## config.mk

```make
export PLATFORM = sky130hd
export DESIGN_NAME = pll_divgen
export DESIGN_NICKNAME = d
export VERILOG_FILES = /design/src/rtl/pll_divgen.sv
export SDC_FILE = /design/constraint.sdc
export NUM_CORES = 1
export LEC_CHECK = 0
export ABC_CLOCK_PERIOD_IN_PS = 5500
export CAP_MARGIN = 15
export CORE_MARGIN = 3
export CORE_UTILIZATION = 35
export CTS_CLUSTER_DIAMETER = 80
export DETAILED_ROUTE_END_ITERATION = 8
export SLEW_MARGIN = 20
export SYNTH_ARGS = -nofsm -noshare
export SYNTH_HDL_FRONTEND = slang
export SYNTH_SLANG_ARGS = --single-unit
```

## constraint.sdc

```tcl
create_clock -name clkin -period 5.5 [get_ports clkin]
set_input_delay 1.1 -clock clkin [delete_from_list [all_inputs] [get_ports clkin]]
set_output_delay 1.1 -clock clkin [all_outputs]
set_load 0.03 [all_outputs]
```

## src/rtl/pll_divgen.sv

```systemverilog
// pll_divgen: NUM_CH divided, phase-aligned clocks from clkin with tick strobes and a lock flag.
// Optional macro PLL_DIVGEN_RELOCK_EN: run-time reconfiguration relocks and realigns all channels.
module pll_divgen #(
   parameter int NUM_CH      = 2,
   parameter int DIV_W       = 8,
   parameter int LOCK_CYCLES = 8,
   parameter int DEFAULT_DIV = 1,
   localparam int CH_W = (NUM_CH > 1) ? $clog2(NUM_CH) : 1
) (
   input  logic              clkin,
   input  logic              rst_n,
   input  logic              cfg_valid,
   output logic              cfg_ready,
   input  logic [CH_W-1:0]   cfg_ch,
   input  logic [DIV_W-1:0]  cfg_div,
   input  logic [DIV_W-1:0]  cfg_phase,
   output logic [NUM_CH-1:0] clkout,
   output logic [NUM_CH-1:0] tick,
   output logic              locked
);
   localparam int LC_W = (LOCK_CYCLES > 1) ? $clog2(LOCK_CYCLES) : 1;
   localparam logic [LC_W-1:0] LOCK_LAST = LC_W'(LOCK_CYCLES - 1);

   localparam logic [1:0] ST_RST  = 2'd0;
   localparam logic [1:0] ST_LOCK = 2'd1;
   localparam logic [1:0] ST_RUN  = 2'd2;

   function automatic logic [DIV_W-1:0] fix_div(input logic [DIV_W-1:0] d);
      return (d == '0) ? DIV_W'(1) : d;
   endfunction

   // An out-of-range phase would never reach the wrap point, so it starts from zero instead.
   function automatic logic [DIV_W:0] start_cnt(input logic [DIV_W-1:0] d, input logic [DIV_W-1:0] p);
      return ({1'b0, p} >= {d, 1'b0}) ? '0 : {1'b0, p};
   endfunction

   logic [1:0]        state;
   logic [LC_W-1:0]   lock_cnt;
   logic [DIV_W-1:0]  div      [NUM_CH];
   logic [DIV_W-1:0]  phase    [NUM_CH];
   logic [DIV_W:0]    cnt      [NUM_CH];
   logic [DIV_W-1:0]  div_nx   [NUM_CH];
   logic [DIV_W-1:0]  phase_nx [NUM_CH];
   logic [NUM_CH-1:0] wrap;
   logic              pending;
   logic              accept;
   logic              ch_ok;
   logic              direct_wr;
   logic              relock;

   assign cfg_ready = (state != ST_RST) && !pending;
   assign accept    = cfg_valid && cfg_ready;
   assign ch_ok     = ({1'b0, cfg_ch} < (CH_W+1)'(NUM_CH));

`ifdef PLL_DIVGEN_RELOCK_EN
   assign relock    = accept && ch_ok && (state == ST_RUN);
   assign direct_wr = accept && ch_ok && (state != ST_RST);
   assign pending   = 1'b0;
`else
   logic [CH_W-1:0]  sh_ch;
   logic [DIV_W-1:0] sh_div;

   assign relock    = 1'b0;
   assign direct_wr = accept && ch_ok && (state == ST_LOCK);

   // Run-time updates wait in one shadow slot until the target channel completes its period.
   always_ff @(posedge clkin or negedge rst_n) begin
      if (!rst_n) begin
         pending <= 1'b0;
      end else if (accept && ch_ok && (state == ST_RUN)) begin
         pending <= 1'b1;
      end else if (pending && wrap[sh_ch]) begin
         pending <= 1'b0;
      end
   end

   always_ff @(posedge clkin) begin
      if (accept && ch_ok && (state == ST_RUN)) begin
         sh_ch  <= cfg_ch;
         sh_div <= fix_div(cfg_div);
      end
   end
`endif

   always_comb begin
      for (int i = 0; i < NUM_CH; i++) begin
         div_nx[i]   = div[i];
         phase_nx[i] = phase[i];
         if (direct_wr && (cfg_ch == CH_W'(i))) begin
            div_nx[i]   = fix_div(cfg_div);
            phase_nx[i] = cfg_phase;
         end
`ifndef PLL_DIVGEN_RELOCK_EN
         if (pending && wrap[i] && (sh_ch == CH_W'(i))) begin
            div_nx[i] = sh_div;
         end
`endif
      end
   end

   always_ff @(posedge clkin or negedge rst_n) begin
      if (!rst_n) begin
         state    <= ST_RST;
         lock_cnt <= '0;
         locked   <= 1'b0;
         for (int i = 0; i < NUM_CH; i++) begin
            div[i]   <= fix_div(DIV_W'(DEFAULT_DIV));
            phase[i] <= '0;
            cnt[i]   <= '0;
         end
      end else begin
         for (int i = 0; i < NUM_CH; i++) begin
            div[i]   <= div_nx[i];
            phase[i] <= phase_nx[i];
         end
         case (state)
            ST_RST: begin
               state    <= ST_LOCK;
               lock_cnt <= '0;
            end
            ST_LOCK: begin
               if (lock_cnt == LOCK_LAST) begin
                  state  <= ST_RUN;
                  locked <= 1'b1;
                  for (int i = 0; i < NUM_CH; i++) begin
                     cnt[i] <= start_cnt(div_nx[i], phase_nx[i]);
                  end
               end else begin
                  lock_cnt <= lock_cnt + LC_W'(1);
               end
            end
            ST_RUN: begin
               if (relock) begin
                  state    <= ST_LOCK;
                  locked   <= 1'b0;
                  lock_cnt <= '0;
               end else begin
                  for (int i = 0; i < NUM_CH; i++) begin
                     cnt[i] <= wrap[i] ? '0 : cnt[i] + (DIV_W+1)'(1);
                  end
               end
            end
            default: begin
               state  <= ST_RST;
               locked <= 1'b0;
            end
         endcase
      end
   end

   for (genvar i = 0; i < NUM_CH; i++) begin : g_out
      assign wrap[i]   = (cnt[i] == ({div[i], 1'b0} - (DIV_W+1)'(1)));
      assign clkout[i] = locked && (cnt[i] < {1'b0, div[i]});
      assign tick[i]   = locked && (cnt[i] == '0);
   end
endmodule
```

# Yosys cells after proc, flatten, opt, wreduce, memory -nomap -nowiden
# Cells that the tools add are included.
# W data, S select, Z words.
# totals
in_bits	20
reg_bits	66
# op_classes
bitwise	4
n_reduce_logical	29
add_sub_neg	5
n_eq_ne	7
magnitude_cmp	5
n_mux	23
# op_table
operator	count
$mux W8	9
$pmux W18 S2	1
$add A9 B1 Y9 const B	2
$eq A9 B9 Y1	2
$ge A8 B9 Y1	2
$logic_not A9 Y1	2
$lt A9 B8 Y1	2
$mux W18	1
$mux W9	2
$sub A9 B1 Y9 const B	2
$logic_and A1 B1 Y1	15
$logic_not A8 Y1	1
$reduce_and A2 Y1	4
$reduce_bool A2 Y1	4
$pmux W2 S3	1
$pmux W3 S2	1
$mux W1	5
$not A1 Y1	4
$add A3 B1 Y3 const B	1
$eq A3 B3 Y1 const B	1
$mux W3	1
$eq A2 B1 Y1 const B	1
$eq A2 B2 Y1 const B	1
$logic_not A2 Y1	1
other kinds (7)	7

# Logic depth before layout (Yosys ltp)
# Gate-level depths: netlist of the first run.
# logic_depth
ltp_word	11
depth_mapped	18

# Worst setup path before layout of the first run
# OpenSTA, ideal clock, no wires.
# synth_timing
kind	reg2reg
start	register div[9] in the netlist's numbering
end	register cnt[9] in the netlist's numbering
t_arrival_ns	3.951
path_slack_ns	1.459
path_buffers	1
setup_ns	0.090
period_less_slack_ns	4.041
path_stages_with_launch	19
cell_sequence	dfrtp_1 inv_1 ha_1 or4bb_1 nand2_1 o31ai_1 nor4_4 nand2_1 clkbuf_1 o211ai_1 o21ai_0 ha_1 a21o_1 a211o_1 o221ai_1 a21oi_1 and3_1 a211o_1 o221ai_1
# synth_between
elab_chain_len	9
word_cells_on_any_way	11
# synth_rtl
item	line_no	text
start: declaration	39	logic [DIV_W-1:0] div [NUM_CH];
start signal: indexed assignment	107	div[i] <= fix_div(DIV_W'(DEFAULT_DIV));
start signal: indexed assignment	113	div[i] <= div_nx[i];
$sub A9 B1 Y9	152	assign wrap[i] = (cnt[i] == ({div[i], 1'b0} - (DIV_W+1)'(1)));
$eq A9 B9 Y1	152	
$logic_and A1 B1 Y1 (2 in series)	94	if (pending && wrap[i] && (sh_ch == CH_W'(i))) begin
$mux W8	94	
$ge A8 B9 Y1	34	return ({1'b0, p} >= {d, 1'b0}) ? '0 : {1'b0, p};
$mux W8	34	
$mux W18	122	if (lock_cnt == LOCK_LAST) begin
$pmux W18 S2 (*)	116	case (state)
end signal: indexed assignment	126	cnt[i] <= start_cnt(div_nx[i], phase_nx[i]);
end signal: indexed assignment	139	cnt[i] <= wrap[i] ? '0 : cnt[i] + (DIV_W+1)'(1);
end: declaration	41	logic [DIV_W:0] cnt [NUM_CH];
# Every way passes the cells marked *; elsewhere a longest branch is shown, timed or not. The select of a mux whose other input is x is not followed.
# A chain may end at the register's enable or synchronous reset.

# Final worst setup path of the first run
# layout_timing
start	register div[9] in the netlist's numbering
end	register cnt[16] in the netlist's numbering
# Same word-level chain as after synthesis.

==> flow_summary_export.csv, run 1 <==
group,metric,value,unit
clocking,tritoncts,"yes",
cells_and_area,final_common_cell,"sky130_fd_sc_hd__dfrtp_1",
power_and_ir_drop,ir_worst_vdd,0.0003762,V
logic_synthesis,netlist-cell-type-count,59,
floorplanning,core_area,12110,µm²
clocking,tritoncts_num_sinks,66,
clocking,clk-insertion-delay-late,0.33,ns
cells_and_area,final_cell_mix,"sky130_fd_sc_hd__dfrtp_1, sky130_fd_sc_hd__inv_1, sky130_fd_sc_hd__ha_1",
timing,setup-violations-final,0,
cells_and_area,register_area,1699,µm²
floorplanning,die_area,13850,µm²
timing,timing.setup.tns,0,ns
placement,finalWeightedCongestion,0.8840,
timing,finalCritPeriodShare,87.85,%
logic_synthesis,asyncSetResetFlopFracSynth,86.36,%
drt,route.vias.total,3430,
timing,finalCriticalPeriod,4.832,ns
logic_synthesis,synth_area_leaders,"sky130_fd_sc_hd__dfrtp_1, sky130_fd_sc_hd__ha_1, sky130_fd_sc_hd__edfxtp_1, sky130_fd_sc_hd__inv_1, sky130_fd_sc_hd__xnor2_1",
cells_and_area,antenna_cells,0,
hold_path,hold_path.startpoint,"phase[3]$_DFF_PN0_",
clocking,clock_slew_at_the_register_clock_pins_of_the_worst_setup_and_hold_paths,0.06,ns
logic_synthesis,ys_seq_elements,66,
worst_setup_path,cp-end-kind,"flip-flop",
clocking,tritoncts.num_buffers,9,
floorplanning,floorplan.initialDensity,36.04,%
clocking,cts_post_setup_buffers_inserted,0,
floorplanning,dieHeight,117.7,µm
cells_and_area,fill_cells,1200,
worst_setup_path,critical_path_fanout_max,22,
drt,routed_wl,11040,µm
worst_setup_path,critical_path.startpoint,"div[9]$_DFF_PN0_",
hold_path,hp-class,"reg2reg",
floorplanning,horizontal_die_dimension,117.7,µm
logic_synthesis,yosys.area.top_type,"sky130_fd_sc_hd__dfrtp_1",
clocking,cts_hold_repair.buffers,0,
logic_synthesis,synth_sequential_area_ratio,38.92,%
placement,placedInstanceArea,4738,µm²
placement,dpl.hpwl,8358,µm
timing,report.final.slew_viol_count,0,
logic_synthesis,synth-edff-count,9,
cells_and_area,post_layout_nonfiller_instances,640,
logic_synthesis,synth.net_count,510,
drt,drt_pre_antenna_iters,4,
worst_setup_path,rr_startpoint,"div[9]$_DFF_PN0_",
timing,timing.max_slew.rel_slack,50.53,%
global_route,grt_start_max_net_pins,58,
global_route,grt_pass1_vias,3374,
power_and_ir_drop,p_total,2729,µW
worst_setup_path,worstSetupStartpointType,"flip-flop",
worst_setup_path,ff2ff_setup_slack,0.67,ns
drt,vias_per_cell,5.359,
power_and_ir_drop,total_leakage_power,0.002251,µW
logic_synthesis,synth.avg_cell_area,9.615,µm²
cells_and_area,finalCoreUtilization,41.95,%
global_route,grt-ovfl-total,0,
cells_and_area,layout-drive-gt1-share,8.051,%
logic_synthesis,syn_warnings,0,
cells_and_area,multi_input_area,2396,µm²
drt,detail-route-antenna-nets,0,
run_status,outcome,"finished, final reports clean",
global_route,grtUsageTotal,16.42,%
clocking,clock_tree.htree_level_count,3,
logic_synthesis,synth_cells,454,
logic_synthesis,yosys_most_used_dff,"sky130_fd_sc_hd__dfrtp_1",
power_and_ir_drop,powerDensity,537.1,nW/µm²
global_route,antenna_found_initial,0,
global_route,grt_pass1_wl,18130,µm
drt,remaining_drcs,0,
timing,rsz0062_at_grt,"false",
timing,timing.fmax,207.0,MHz
drt,drt_iter0_markers,183,
worst_setup_path,required,5.74,ns
cells_and_area,final_cell_area,5081,µm²
logic_synthesis,post_synth_instance_area,4365,µm²
placement,number_of_port_buffers,25,
worst_setup_path,critical_path_arrival,5.07,ns
logic_synthesis,synth.top_cell.area_share,31.53,%
cells_and_area,nets,523,
floorplanning,io-pin-count,26,
timing,report.final.hold_viol_count,0,
cells_and_area,syn_to_final_growth,16.39,%
flow_run,maxCapViolCount,0,
worst_setup_path,timing_worst_setup_path_type,"reg2reg",
timing,worst_pin_slew,0.7420,ns
clocking,cts_root_buffer,"sky130_fd_sc_hd__clkbuf_16",
timing,clock_skew,0.008056,ns
clocking,post_cts_repair_resize_count,0,
floorplanning,std_cell_rows,40,
clocking,cts_buffer_depth,2,
drt,post_drt_wl_per_cell,17.25,µm
placement,dp_cells,624,
## worst max-delay path, stage by stage (launching register included)
cell and delay, ns:
sky130_fd_sc_hd__dfrtp_1 0.38, sky130_fd_sc_hd__inv_1 0.11, sky130_fd_sc_hd__ha_1 0.22, sky130_fd_sc_hd__or4bb_1 0.49
sky130_fd_sc_hd__nand2_1 0.07, sky130_fd_sc_hd__o31ai_1 0.10, sky130_fd_sc_hd__nor4_4 0.59, sky130_fd_sc_hd__nand2_1 0.53
sky130_fd_sc_hd__o211ai_1 0.28, sky130_fd_sc_hd__o21ai_0 0.12, sky130_fd_sc_hd__ha_1 0.31, sky130_fd_sc_hd__a21o_1 0.16
sky130_fd_sc_hd__a211o_1 0.29, sky130_fd_sc_hd__o221ai_1 0.20, sky130_fd_sc_hd__a21oi_1 0.10, sky130_fd_sc_hd__and3_1 0.19
sky130_fd_sc_hd__a211o_1 0.39, sky130_fd_sc_hd__o22ai_1 0.21
## area by class of cell
class | count | share of cell area [%]
Timing Repair Buffer | 28 | 5.270
Clock buffer | 9 | 4.432
Inverter | 44 | 3.250
Sequential cell | 66 | 33.44
Multi-Input combinational cell | 318 | 47.16
Tap cell | 168 | 4.137
Clock inverter | 7 | 2.315
## synthesized netlist by cell type, drive strengths merged (3+ instances only)
master,number
o21ai,20
o22ai,8
a31oi,3
clkbuf,21
xor2,15
nand3b,4
o221ai,4
nand3,21
nor2,18
o311a,5
or4,3
nor4,7
ha,36
mux2i,11
a21oi,18
nand2,25
nor3,9
or3,4
xnor2,15
and3,13
nand2b,9
nor2b,3
mux2,10
o21a,7
edfxtp,9
a22o,6
a21o,8
a221o,6
dfrtp,55
o211ai,6
buf,5
inv,43
## report_power, final
group | internal (µW) | total [µW] | switching, µW | leakage [µW]
Sequential | 645 | 887 | 241 | 0.000748
Clock | 442 | 657 | 215 | 0.000169
Combinational | 589 | 1180 | 596 | 0.00133
## metal layers
layer | GRT usage, % | routed length (µm)
met4 | 6.667 | 306
met1 | 21.59 | 5077
met5 | 0 | 0
met2 | 26.88 | 5304
met3 | 2.835 | 350
## state kept, by name, summed over array words and instances (netlist names)
name	cells
locked	1
sh_div	8
phase	16
sh_ch	1
lock_cnt	3
div	16
state	2
cnt	18
pending	1
## worst paths after layout
| kind | cells after the start | endpoint |
|---|---|---|
| max reg2reg | 17 | cnt[16]$_DFFE_PN0P_ |
| max | 17 | cnt[16]$_DFFE_PN0P_ |
| min reg2reg | 1 | phase[3]$_DFF_PN0_ |
| min | 1 | phase[3]$_DFF_PN0_ |
| max in group asynchronous | 2 | div[10]$_DFF_PN0_ |
| min in group asynchronous | 2 | div[6]$_DFF_PN0_ |
## stage by stage
step / hold slack (ns) / setup slack [ns]
floorplan: 0.4674 / 1.459
global placement: 0.5050 / 0.8852
detailed placement: 0.5114 / 0.7023
CTS: 0.5237 / 0.6924
global route: 0.5388 / 0.2688
finish: 0.5220 / 0.6682
## logic make-up after synthesis
kind of cell | synth area share (%)
AO/OA/AOI/OAI | 16.82
XOR/XNOR | 6.535
adder cells (fa/ha/maj) | 10.32
buffers and inverters | 6.191
flip-flops | 38.92
multiplexers | 5.388
AND/OR/NAND/NOR | 15.82
(Power assumes the default switching activity.)
==> run 2, diff against run 1 <==
Settings changed: CORE_UTILIZATION 35 to 33, MAX_ROUTING_LAYER from default to met4, SKIP_LAST_GASP from default to 1.
==> flow_summary_export.csv, run 2 (same netlist as run 1, synthesis figures left out) <==
group,metric,value,unit
drt,route.vias.total,3504,
timing,finalCriticalPeriod,4.395,ns
timing,setup-violations-final,0,
timing,rsz0062_at_grt,"false",
cells_and_area,syn_to_final_growth,15.31,%
clocking,clock_tree.htree_level_count,3,
timing,report.final.hold_viol_count,0,
clocking,cts_root_buffer,"sky130_fd_sc_hd__clkbuf_16",
global_route,grtUsageTotal,16.91,%
clocking,cts_post_setup_buffers_inserted,0,
clocking,clock_slew_at_the_register_clock_pins_of_the_worst_setup_and_hold_paths,0.06,ns
timing,timing.setup.tns,0,ns
cells_and_area,final_cell_area,5034,µm²
clocking,clk-insertion-delay-late,0.34,ns
placement,dpl.hpwl,8599,µm
cells_and_area,layout_top_registers,"cnt (18), div (16), phase (16)",
cells_and_area,largest_register_ff_count,18,
drt,post_drt_wl_per_cell,17.61,µm
worst_setup_path,critical_path.startpoint,"cfg_ch",
cells_and_area,nets,525,
hold_path,timing.hold.worst_path_depth,1,
timing,report.final.slew_viol_count,0,
worst_setup_path,timing_worst_setup_path_type,"in2reg",
global_route,grt-ovfl-total,0,
clocking,tritoncts.num_buffers,9,
flow_run,maxCapViolCount,0,
cells_and_area,final_cell_mix,"sky130_fd_sc_hd__dfrtp_1, sky130_fd_sc_hd__inv_1, sky130_fd_sc_hd__ha_1",
clocking,cts_hold_repair.buffers,0,
placement,number_of_port_buffers,25,
drt,drt_pre_antenna_iters,5,
cells_and_area,fill_cells,1267,
placement,placedInstanceArea,4761,µm²
cells_and_area,layout-drive-gt1-share,8.439,%
clocking,tritoncts_num_sinks,66,
power_and_ir_drop,powerDensity,517.2,nW/µm²
floorplanning,floorplan.initialDensity,34.18,%
placement,finalWeightedCongestion,0.8764,
clocking,tritoncts,"yes",
global_route,grt_pass1_wl,18730,µm
timing,hold_slack,0.5396,ns
cells_and_area,antenna_cells,0,
floorplanning,die_area,14640,µm²
drt,routed_wl,11380,µm
clocking,post_cts_repair_resize_count,0,
worst_setup_path,cp-end-kind,"flip-flop",
cells_and_area,finalCoreUtilization,39.41,%
power_and_ir_drop,p_total,2603,µW
drt,detail-route-antenna-nets,0,
cells_and_area,largest-register,"cnt",
worst_setup_path,required,5.73,ns
floorplanning,dieHeight,121.0,µm
drt,remaining_drcs,0,
worst_setup_path,worstSetupStartpointType,"primary input",
global_route,grt_start_max_net_pins,58,
floorplanning,std_cell_rows,41,
timing,worst_pin_slew,0.7480,ns
worst_setup_path,critical_path_fanout_max,13,
timing,clock_skew,0.01126,ns
floorplanning,horizontal_die_dimension,121.0,µm
power_and_ir_drop,total_leakage_power,0.002223,µW
run_status,outcome,"finished, final reports clean",
cells_and_area,final_common_cell,"sky130_fd_sc_hd__dfrtp_1",
clocking,cts_buffer_depth,2,
floorplanning,io-pin-count,26,
worst_setup_path,reg2reg_depth,19,
drt,drt_iter0_markers,263,
floorplanning,core_area,12770,µm²
global_route,antenna_found_initial,0,
timing,timing.fmax,227.5,MHz
timing,finalCritPeriodShare,79.91,%
global_route,grt_pass1_vias,3521,
worst_setup_path,critical_path_arrival,4.63,ns
hold_path,hp-class,"reg2reg",
worst_setup_path,rr_startpoint,"div[9]$_DFF_PN0_",
hold_path,hold_path.startpoint,"phase[2]$_DFF_PN0_",
timing,timing.max_slew.rel_slack,50.13,%
power_and_ir_drop,ir_worst_vdd,0.0003924,V
drt,vias_per_cell,5.424,
## run 2: power by group
group	total, µW	switching, µW	internal [µW]
Sequential	888	242	646
Combinational	1190	599	591
Clock	526	211	315
## run 2: final cells by class
type / count / area (µm²) / area share, %
Multi-Input combinational cell: 318 / 2399 / 47.65
Sequential cell: 66 / 1699 / 33.76
Timing Repair Buffer: 30 / 282.8 / 5.618
Clock buffer: 11 / 242.7 / 4.822
Tap cell: 172 / 215.2 / 4.275
Inverter: 44 / 165.2 / 3.281
Clock inverter: 5 / 30.03 / 0.5966
## run 2: through the flow
step	worst slack, ns	cells
6_report	1.105	646
5_1_grt	0.8718	646
4_1_cts	1.100	646
3_5_place_dp	0.7532	630
3_3_place_gp	0.8861	630
2_1_floorplan	1.459	454
## run 2: metal layers
layer	vias up	track usage (%)	wire, µm
met5	-	-	0
li1	1665	-	-
met2	73	28.13	5773
met4	0	4.816	80
met1	1759	21.34	5069
met3	7	2.844	454
## run 2: critical path, stage by stage
cell                              delay [ns]
sky130_fd_sc_hd__clkdlybuf4s50_1        0.61
sky130_fd_sc_hd__nor2_2                 0.62
sky130_fd_sc_hd__mux2i_1                0.38
sky130_fd_sc_hd__inv_1                  0.10
sky130_fd_sc_hd__ha_1                   0.32
sky130_fd_sc_hd__a21o_1                 0.16
sky130_fd_sc_hd__a211o_1                0.28
sky130_fd_sc_hd__o221ai_1               0.18
sky130_fd_sc_hd__a21oi_1                0.09
sky130_fd_sc_hd__and3_1                 0.18
sky130_fd_sc_hd__a211o_1                0.38
sky130_fd_sc_hd__o221ai_1               0.22
## run 2: worst paths after layout
check	endpoint	slack [ns]
min	phase[2]$_DFF_PN0_	0.54
min reg2reg	phase[2]$_DFF_PN0_	0.54
max reg2reg	cnt[9]$_DFFE_PN0P_	1.11
max in group asynchronous	div[2]$_DFF_PN0_	4.08
max	cnt[9]$_DFFE_PN0P_	1.11
min in group asynchronous	cnt[15]$_DFFE_PN0P_	0.91
==> run 3, diff against run 2 <==
Settings changed: ABC_CLOCK_PERIOD_IN_PS 5500 to 3550.
Clock period 5.5 ns to 3.55 ns, I/O delays scaled along.
==> flow_summary_export.csv, run 3 (same netlist as run 1, synthesis figures left out) <==
group,metric,value,unit
floorplanning,core_area,12770,µm²
timing,report.final.slew_viol_count,0,
cells_and_area,layout-drive-gt1-share,30.02,%
timing,worst_pin_slew,0.6723,ns
timing,finalCriticalPeriod,3.710,ns
cells_and_area,largest_register_ff_count,18,
worst_setup_path,timing_worst_setup_path_type,"reg2reg",
global_route,grt-ovfl-total,0,
floorplanning,floorplan.initialDensity,34.18,%
timing,post-route-worst-setup-slack,-0.1604,ns
timing,timing.max_slew.rel_slack,55.18,%
drt,vias_per_cell,5.173,
worst_setup_path,required,3.76,ns
timing,hold_slack,0.3537,ns
drt,routed_wl,12750,µm
placement,pre_cts_slack,-0.3179,ns
placement,number_of_port_buffers,25,
floorplanning,std_cell_rows,41,
worst_setup_path,setup.worst_path.end,"cnt[7]$_DFFE_PN0P_",
worst_setup_path,critical_path_arrival,3.92,ns
clocking,clock_slew_at_the_register_clock_pins_of_the_worst_setup_and_hold_paths,0.06,ns
global_route,antenna_found_initial,0,
cells_and_area,final_common_cell,"sky130_fd_sc_hd__buf_4",
power_and_ir_drop,total_leakage_power,0.002747,µW
run_status,outcome,"finished with violations",
drt,post_drt_wl_per_cell,17.35,µm
cells_and_area,final_cell_mix,"sky130_fd_sc_hd__buf_4, sky130_fd_sc_hd__dfrtp_1, sky130_fd_sc_hd__inv_1",
worst_setup_path,critical_path_fanout_max,7,
clocking,clock_tree.htree_level_count,3,
clocking,cts_root_buffer,"sky130_fd_sc_hd__clkbuf_16",
drt,remaining_drcs,0,
timing,report.final.hold_viol_count,0,
cells_and_area,nets,614,
power_and_ir_drop,powerDensity,811.4,nW/µm²
floorplanning,io-pin-count,26,
floorplanning,die_area,14640,µm²
placement,dpl.hpwl,9779,µm
clocking,cts_buffer_depth,2,
drt,drt_iter0_markers,179,
clocking,clk-insertion-delay-late,0.34,ns
placement,finalWeightedCongestion,0.8979,
worst_setup_path,r2r_end,"cnt[7]$_DFFE_PN0P_",
cells_and_area,largest-register,"cnt",
global_route,grtUsageTotal,18.61,%
run_status,failed_checks,"setup timing",
drt,detail-route-antenna-nets,0,
global_route,grt_pass1_vias,4035,
power_and_ir_drop,ir_worst_vdd,0.0006463,V
clocking,tritoncts.num_buffers,9,
clocking,tritoncts,"yes",
clocking,tritoncts_num_sinks,66,
floorplanning,horizontal_die_dimension,121.0,µm
worst_setup_path,rr_startpoint,"div[0]$_DFF_PN1_",
timing,timing.fmax,269.5,MHz
cells_and_area,syn_to_final_growth,37.29,%
hold_path,hp-class,"in2async",
worst_setup_path,ff2ff_setup_slack,-0.16,ns
timing,clock_skew,0.008885,ns
worst_setup_path,critical_path.startpoint,"div[0]$_DFF_PN1_",
drt,drt_pre_antenna_iters,5,
drt,route.vias.total,3802,
timing,finalCritPeriodShare,104.5,%
worst_setup_path,cp-end-kind,"flip-flop",
cells_and_area,antenna_cells,0,
worst_setup_path,reg2reg_depth,16,
worst_setup_path,worstSetupStartpointType,"flip-flop",
global_route,grt_pass1_wl,20560,µm
floorplanning,dieHeight,121.0,µm
cells_and_area,layout_top_registers,"cnt (18), div (16), phase (16)",
flow_run,maxCapViolCount,0,
timing,rsz0062_at_grt,"true",
global_route,grt_start_max_net_pins,35,
cells_and_area,fill_cells,1205,
timing,setup-violations-final,16,
## run 3: cell types whose count changed in the layout (fill, tap and decap cells not counted), sizes merged
cell	change
clkbuf	-1
buf	+89
clkinv	+1
bufinv	+1
clkinvlp	-1
clkdlybuf4s50	-2
dlymetal6s2s	+2
## run 3: routing by layer
layer	GRT usage [%]	wire (µm)	part of all wire [%]
met5	-	0	0
met2	31.47	6551	51
met4	5.028	212	1.7
met3	4.103	367	2.9
met1	22.53	5620	44
## run 3: area by class of cell
type	count	area, µm²	share of cell area (%)
Inverter	44	165.2	2.756
Tap cell	172	215.2	3.591
Clock inverter	6	57.56	0.9603
Sequential cell	66	1699	28.35
Multi-Input combinational cell	318	2644	44.11
Clock buffer	10	229.0	3.820
Timing Repair Buffer	119	983.4	16.41
## run 3: repair_timing
item / CTS / global route
pin swaps: 17 / 9
gates cloned: 1 / 0
endpoints found under the setup margin: 16 / 18
resized for setup: 31 / 13
hold buffers: 0 / 0
buffers inserted: 4 / 1
## run 3: stage by stage
step                TNS (ns)  instance area (µm²)  utilization [%]  power [µW]  std cells
CTS                   -1.464                 5924            46.38        4779        734
floorplan             -2.117                 4441                -        2773        454
global route          -5.194                 5993            46.92        5242        735
global placement      -2.788                 5448            42.65        3686        713
finish                -2.069                 5993            46.92        4863        735
detailed placement    -3.975                 5448            42.65        3749        713
## run 3: how the worst min path moves through the flow
stage | from | endpoint | depth (start not counted)
2_1_floorplan | rst_n | cnt[0]$_DFFE_PN0P_ | 0
5_1_grt | rst_n | phase[8]$_DFF_PN0_ | 1
6_report | rst_n | phase[1]$_DFF_PN0_ | 1
3_3_place_gp | phase[12]$_DFF_PN0_ | phase[12]$_DFF_PN0_ | 2
3_5_place_dp | phase[10]$_DFF_PN0_ | phase[10]$_DFF_PN0_ | 2
4_1_cts | rst_n | phase[15]$_DFF_PN0_ | 1
## run 3: critical path, stage by stage, from the launching register on
cell and delay, ns:
sky130_fd_sc_hd__dfstp_2 0.54, sky130_fd_sc_hd__inv_2 0.04, sky130_fd_sc_hd__ha_4 0.26, sky130_fd_sc_hd__xor2_2 0.13, sky130_fd_sc_hd__nand3_1 0.10, sky130_fd_sc_hd__or3_4 0.41
sky130_fd_sc_hd__or4_4 0.52, sky130_fd_sc_hd__buf_8 0.17, sky130_fd_sc_hd__nand3_2 0.06, sky130_fd_sc_hd__o21ai_2 0.07, sky130_fd_sc_hd__ha_1 0.29, sky130_fd_sc_hd__o21ai_2 0.06
sky130_fd_sc_hd__a21oi_2 0.19, sky130_fd_sc_hd__nand2_2 0.09, sky130_fd_sc_hd__o21ai_4 0.21, sky130_fd_sc_hd__o22ai_4 0.12, sky130_fd_sc_hd__a221o_1 0.34
## run 3: where the power goes
group          total [µW]  internal [µW]  switching [µW]
registers            1230           1000             228
clock network         869            538             331
logic                2760           1430            1330
